`config.mk`:
```
export PLATFORM = sky130hd
export DESIGN_NAME = controle_chaves
export DESIGN_NICKNAME = d
export VERILOG_FILES = /design/src/rtl/controle_chaves.sv
export SDC_FILE = /design/constraint.sdc
export NUM_CORES = 1
export LEC_CHECK = 0
export BUFFER_PORTS_ARGS = -buffer_cell sky130_fd_sc_hd__buf_2
export CELL_PAD_IN_SITES_DETAIL_PLACEMENT = 0
export CELL_PAD_IN_SITES_GLOBAL_PLACEMENT = 1
export CORE_MARGIN = 5
export CORE_UTILIZATION = 44
export DETAILED_ROUTE_END_ITERATION = 10
export PLACE_DENSITY_LB_ADDON = 0.1
export SYNTH_ARGS = -nofsm -noshare
export SYNTH_HDL_FRONTEND = slang
export SYNTH_SLANG_ARGS = --single-unit
```
`constraint.sdc`:
```
create_clock -name clock -period 1.7 [get_ports clock]
set_input_delay 0.17 -clock clock [delete_from_list [all_inputs] [get_ports clock]]
set_output_delay 0.17 -clock clock [all_outputs]
set_load 0.1 [all_outputs]
```
`src/rtl/controle_chaves.sv`:
```
// Player-input front end: synchronizes and debounces the switches and start button,
// turns debounced presses into sticky pending bits and offers them under valid/ack.
module controle_chaves #(
  parameter int N_CHAVES        = 6,
  parameter int DEBOUNCE_CICLOS = 20,
  parameter int CONT_W          = 8
) (
  input  logic                clock,
  input  logic                reset,
  input  logic [N_CHAVES-1:0] botoes,
  input  logic                iniciar_bruto,
  output logic [N_CHAVES-1:0] chaves,
  output logic                chaves_valido,
  input  logic                chaves_ack,
  output logic                iniciar,
  output logic [1:0]          db_estado
);

  localparam int NB = N_CHAVES + 1;
  localparam logic [CONT_W-1:0] LIMITE = CONT_W'(DEBOUNCE_CICLOS - 1);

  typedef enum logic [1:0] {
    ESPERA  = 2'd0,
    OFERECE = 2'd1
  } estado_t;

  estado_t estado, proximo;
  logic    carrega;

  // Bit N_CHAVES of the conditioned vectors is the start button.
  logic [NB-1:0]     bruto, sync1, sync2, nivel, nivel_ant, press;
  logic [CONT_W-1:0] cont [NB];
  logic [N_CHAVES-1:0] pendentes;

  assign bruto = {iniciar_bruto, botoes};
  assign press = nivel & ~nivel_ant;

  always_ff @(posedge clock) begin
    if (!reset) begin
      sync1     <= '0;
      sync2     <= '0;
      nivel     <= '0;
      nivel_ant <= '0;
      for (int unsigned i = 0; i < NB; i++) cont[i] <= '0;
    end else begin
      sync1     <= bruto;
      sync2     <= sync1;
      nivel_ant <= nivel;
      // The level flips on the DEBOUNCE_CICLOS-th consecutive mismatching cycle.
      for (int unsigned i = 0; i < NB; i++) begin
        if (sync2[i] == nivel[i]) begin
          cont[i] <= '0;
        end else if (cont[i] == LIMITE) begin
          nivel[i] <= sync2[i];
          cont[i]  <= '0;
        end else begin
          cont[i] <= cont[i] + 1'b1;
        end
      end
    end
  end

  always_comb begin
    proximo = estado;
    carrega = 1'b0;
    case (estado)
      ESPERA: begin
        if (pendentes != '0) begin
          carrega = 1'b1;
          proximo = OFERECE;
        end
      end
      OFERECE: begin
        if (chaves_ack) proximo = ESPERA;
      end
      default: proximo = ESPERA;
    endcase
  end

  // A press landing in the load cycle is OR-ed back in, so it survives for the next offer.
  always_ff @(posedge clock) begin
    if (!reset) begin
      estado        <= ESPERA;
      chaves        <= '0;
      chaves_valido <= 1'b0;
      pendentes     <= '0;
      iniciar       <= 1'b0;
    end else begin
      estado        <= proximo;
      chaves_valido <= (proximo == OFERECE);
      iniciar       <= press[N_CHAVES];
      if (carrega) begin
        chaves    <= pendentes;
        pendentes <= press[N_CHAVES-1:0];
      end else begin
        pendentes <= pendentes | press[N_CHAVES-1:0];
      end
    end
  end

  assign db_estado = estado;

endmodule

```
======== Word level (Yosys, flattened, before mapping) ========
Memories as Yosys holds them, arrays and structs flattened.
Cells that the tools add are included.
W data, S select, Z words.
word-level totals
  flip-flop bits (word level) ............. 44
  memory bits (writable) .................. 56
  input bits .............................. 10
  output and inout bits ................... 10
  logic and storage cells ................. 184
  memories kept ........................... 1
operators by class
  $add $sub $neg .......................... 7
  eq/ne operators ......................... 16
  muxes and demuxes ....................... 105
  bitwise gates (word level) .............. 31
  reduce and logical (&&, ||, !) cells .... 9
memories
  name  words  width  rd ports  clocked after memory_dff  write ports  line  source
  cont  7      8      7         0                         7            32    logic [CONT_W-1:0] cont [NB];
operators with widths
  kind                   number
  $mux W8                21
  $mux W1                80
  $add A8 B1 Y8 const B  7
  $eq A8 B5 Y1 const B   7
  $or A1 B1 Y1           21
  $reduce_and A2 Y1      7
  $and A7 B7 Y7          1
  $eq A1 B1 Y1           7
  $not A1 Y1             7
  $not A7 Y7             1
  $mux W6                1
  $or A6 B6 Y6           1
  $reduce_bool A6 Y1     1
  $eq A2 B1 Y1 const B   2
  $mux W2                2
  $pmux W2 S2            1
  $logic_not A2 Y1       1

======== Depth between registers and ports, before layout ========
  depth after elaboration ................. 7
  depth in mapped cells ................... 4
  depth with buffers taken out ............ 4

======== Worst setup path before layout ========
OpenSTA, ideal clock, no wires.
  path type ............................... register to register
  start ................................... memory cont[4][0]
  end ..................................... memory cont[4][2] (data pin)
  setup time .............................. 265 ps
  arrival ................................. 1584 ps
  data required time ...................... 1435 ps
  slack ................................... -149 ps
  stages on the path, launching flop included .. 5
  buffers on the path ..................... 0
  period minus slack after synthesis ...... 1849 ps
  path through ............................ edfxtp_1 ha_1 or4b_2 o311ai_4 nor2_1
RTL lines
  element      line
  from (decl)  32

==> flow_summary.ini <==
[place]
dp_hpwl_microns = 5880
dp_worst_setup_slack_ps = -5.20
globalplace.congestion = 0.767
place.port_buffers = 19

[worst_setup_path]
r2r_path_start = cont[3][0]
critical_path.top_delay_family = simple AND/OR/NAND/NOR gates
critical_path.slowest_cell = sky130_fd_sc_hd__or4b_4
critical_path_buf_inv_count = 1
arrival_ps = 1800
critPathLaunch = cont[3][0]
crit_path_max_incr_delay_ps = 480
critical_path.cell_chain = ha_2 > or4b_4 > nor3b_4 > buf_6 > nor3b_2
critPathRequiredTime_ps = 1800
rrSetupSlack_ps = -0.8
cp.depth = 5
rr_endpoint = cont[3][1]
maximum_net_fanout_on_the_critical_path = 8
ff2ff_path_depth = 5
worst_setup_path_end_kind = flip-flop
critPathLaunchType = flip-flop
path_class = reg -> reg

[route]
final_antenna_net_count = 0
detail_route.first_pass.iterations = 4
drcViolationCount = 0
routed_wl_microns = 8160
vias_post_dr = 3350
drt_first_iter_violations = 177
route.detailed.wl_per_inst_microns = 11.9
route.detailed.vias_per_inst = 4.88

[floorplanning]
die_y_microns = 112
initial_utilization = 0.446
core_region_area_sq_um = 10200
io-pin-count = 20
floorplan.die_area_sq_um = 12500
row_count = 37
die_width_microns = 112

[min_path]
holdPathStages = 2
hold_end = sync1[2]
min_path_type = in -> reg
hold_path.startpoint = botoes[2]

[timing]
timing.final.crit_period_ps = 1700
fin_worst_skew_ps = 7.45
finalSetupViolCount = 1
grt_setup_unrepaired = true
max_clock_freq_mhz = 588
finalMaxSlewViolations = 0
timing.final.hold_violations = 0
setup_ws_ps = -0.816
period_share = 1.00

[power]
max_rail_drop_vdd_uv = 423
power_per_cell_area_nw_per_um2 = 793
leakage_nw = 2.13

[clock_network]
cts_root_buffer = sky130_fd_sc_hd__clkbuf_8
cts_htree_levels = 3
clkTransAtPathRegs_ps = 90
clock_path_buffers = 2
cts-buffers-inserted = 9
worstSkewPairLatency_ps = 360
clock_sinks = 100
cts_tree = done

[synth]
netlist_area_sq_um = 4540
post_synth.cell_area_avg_sq_um = 10.7
synthesis.instances = 426
postSynth.asyncResetShare = 0
yosys_register_bits = 100
unique_masters_post_synth = 46
yosys_warnings = 0
synthFlopType = sky130_fd_sc_hd__edfxtp_1
synth_enable_flop_cells = 56
synth_sequential_area_ratio = 0.564

[run_status]
outcome = finished, violations left
failing_checks = setup timing

[cells_and_area]
layout.core_utilization = 0.552
num-nets-final = 563
syn_to_final_growth_pct = 23.7
layout.filler_cells = 943
final-seq-area_sq_um = 2560
multi_input_comb_area_sq_um = 2180
number_of_diodes_added_for_antenna_fixing = 0
post_route_cells_drive_above_1_share = 0.191

[global_route]
grt_first_pass_wirelength_microns = 14300
first_global_vias = 3298
pin_count_of_the_biggest_net_entering_global_routing = 24
global_route.overflow_total = 0
antenna_violations_before_repair = 0
grtUsageTotal = 0.137

[job]
cap_violations = 0
[layout make-up]
class | instances | area share
Inverter | 12 | 0.00801
Sequential cell | 100 | 0.456
Tap cell | 136 | 0.0303
Multi-Input combinational cell | 358 | 0.388
Timing Repair Buffer | 65 | 0.0821
Clock inverter | 4 | 0.00534
Clock buffer | 12 | 0.0296
[state kept, by name, summed over array words and instances, names as in the netlist, 2 cells and up]
| name | cells |
|---|---|
| cont | 56 |
| db_estado | 2 |
| nivel_ant | 7 |
| pendentes | 6 |
| chaves | 6 |
| sync1 | 7 |
| nivel | 7 |
| sync2 | 7 |
[cell usage in the layout, fill, tap and decap left out, drive strengths merged, types with 4 or more instances in the layout]
cell         synthesis  layout
o21ai               30      30
a211oi              10      10
clkbuf              10      12
o31ai                6       6
nand4                5       5
or4b                 6       6
nor3                13      13
nor2b                9       9
dlygate4sd3          0       7
or2                  4       4
nand2               39      39
a21oi               28      28
inv                 11      12
a21boi               4       4
dfxtp               44      44
xnor2                4       4
conb                 2      57
or4                  4       4
nand3               26      26
nor3b                5       5
ha                   7       7
nor2                22      22
edfxtp              56      56
xor2                16      16
buf                  1      58
or3                 19      19
and2                18      18
[repair_timing]
item	4_1_cts	5_1_grt
pin swaps	0	5
hold buffers	5	2
setup buffers	0	1
setup endpoints to repair	8	22
endpoints found under the hold margin	6	2
gates resized for setup	2	12
[kinds of logic (layout without fill, tap and decap cells)]
logic type	count (synthesis)	in the layout	share of synthesized area
buf+inv	23	93	0.0190
fa+ha+maj	7	7	0.0193
mux	3	3	0.00661
other cells	2	57	0.00165
simple gates	181	181	0.225
flops	100	100	0.564
compound gates	90	90	0.126
xor+xnor	20	20	0.0385
[cells in the mapped netlist (2+ instances only)]
cell	n	share of area
sky130_fd_sc_hd__nor2_1	22	0.018
sky130_fd_sc_hd__or4b_2	2	0.0044
sky130_fd_sc_hd__dfxtp_1	44	0.19
sky130_fd_sc_hd__o31ai_1	6	0.0099
sky130_fd_sc_hd__nand4_1	5	0.0069
sky130_fd_sc_hd__a21boi_0	4	0.0066
sky130_fd_sc_hd__o21ai_0	30	0.033
sky130_fd_sc_hd__nand2_1	39	0.032
sky130_fd_sc_hd__and3b_1	3	0.0058
sky130_fd_sc_hd__a21oi_1	28	0.031
sky130_fd_sc_hd__a211oi_1	10	0.017
sky130_fd_sc_hd__xnor2_1	4	0.0077
sky130_fd_sc_hd__conb_1	2	0.0017
sky130_fd_sc_hd__o311ai_4	2	0.012
sky130_fd_sc_hd__xor2_1	16	0.031
sky130_fd_sc_hd__or4_4	2	0.0050
sky130_fd_sc_hd__or3_1	17	0.023
sky130_fd_sc_hd__clkbuf_1	10	0.0083
sky130_fd_sc_hd__a2111oi_0	2	0.0039
sky130_fd_sc_hd__and2_1	18	0.025
sky130_fd_sc_hd__nor3b_1	4	0.0066
sky130_fd_sc_hd__edfxtp_1	56	0.37
sky130_fd_sc_hd__or4b_1	3	0.0066
sky130_fd_sc_hd__ha_1	7	0.019
sky130_fd_sc_hd__and4b_1	2	0.0044
sky130_fd_sc_hd__nand2b_1	3	0.0041
sky130_fd_sc_hd__nor3_1	13	0.014
sky130_fd_sc_hd__o211ai_1	3	0.0050
sky130_fd_sc_hd__mux2i_1	3	0.0066
sky130_fd_sc_hd__inv_1	11	0.0091
sky130_fd_sc_hd__nand3_1	26	0.029
sky130_fd_sc_hd__o41ai_1	2	0.0039
sky130_fd_sc_hd__nor2b_1	9	0.012
sky130_fd_sc_hd__or2_2	4	0.0055
sky130_fd_sc_hd__or4_1	2	0.0033
sky130_fd_sc_hd__or3_2	2	0.0033
[power breakdown]
group	switching, W	internal [W]	leakage (nW)
sequential	0.0000581	0.00262	0.936
combinational	0.000163	0.000128	1.10
clock	0.000814	0.000668	0.0981
[routing by layer]
metal  vias up  GRT usage  routed length [microns]
met5         -          0                        0
li1       1760          -                        -
met4         0     0.0681                      193
met1      1554      0.174                     4000
met3        12     0.0266                      171
met2        24      0.225                     3790
[worst reg2reg max path: cells and delay by family (launching register included)]
| kind | cells | cell delay, ps |
|---|---|---|
| buf+inv | 1 | 180 |
| flops | 1 | 370 |
| simple gates | 3 | 730 |
| fa+ha+maj | 1 | 180 |
[how the worst max path moves through the flow]
stage / end / slack, ps
after floorplan: cont[3][1] / -3
after global placement: cont[3][1] / 30
after detailed placement: cont[2][1] / -5
after CTS: cont[4][2] / 0.2
after global routing: nivel[1] / -70
final: cont[3][1] / -0.8
[through the flow]
stage | std cells | hold WS [ps] | TNS [ps] | total power [W] | cell area (sq um)
after floorplan | 481 | 275 | -3.34 | 0.00290 | 4780
after global placement | 663 | 374 | 0 | 0.00300 | 5290
after detailed placement | 663 | 379 | -13.1 | 0.00301 | 5290
after CTS | 684 | 0.523 | 0 | 0.00450 | 5540
after global routing | 687 | 34.1 | -658 | 0.00468 | 5620
final | 687 | 49.8 | -0.816 | 0.00446 | 5620
Power figures use the tool's default switching activity.
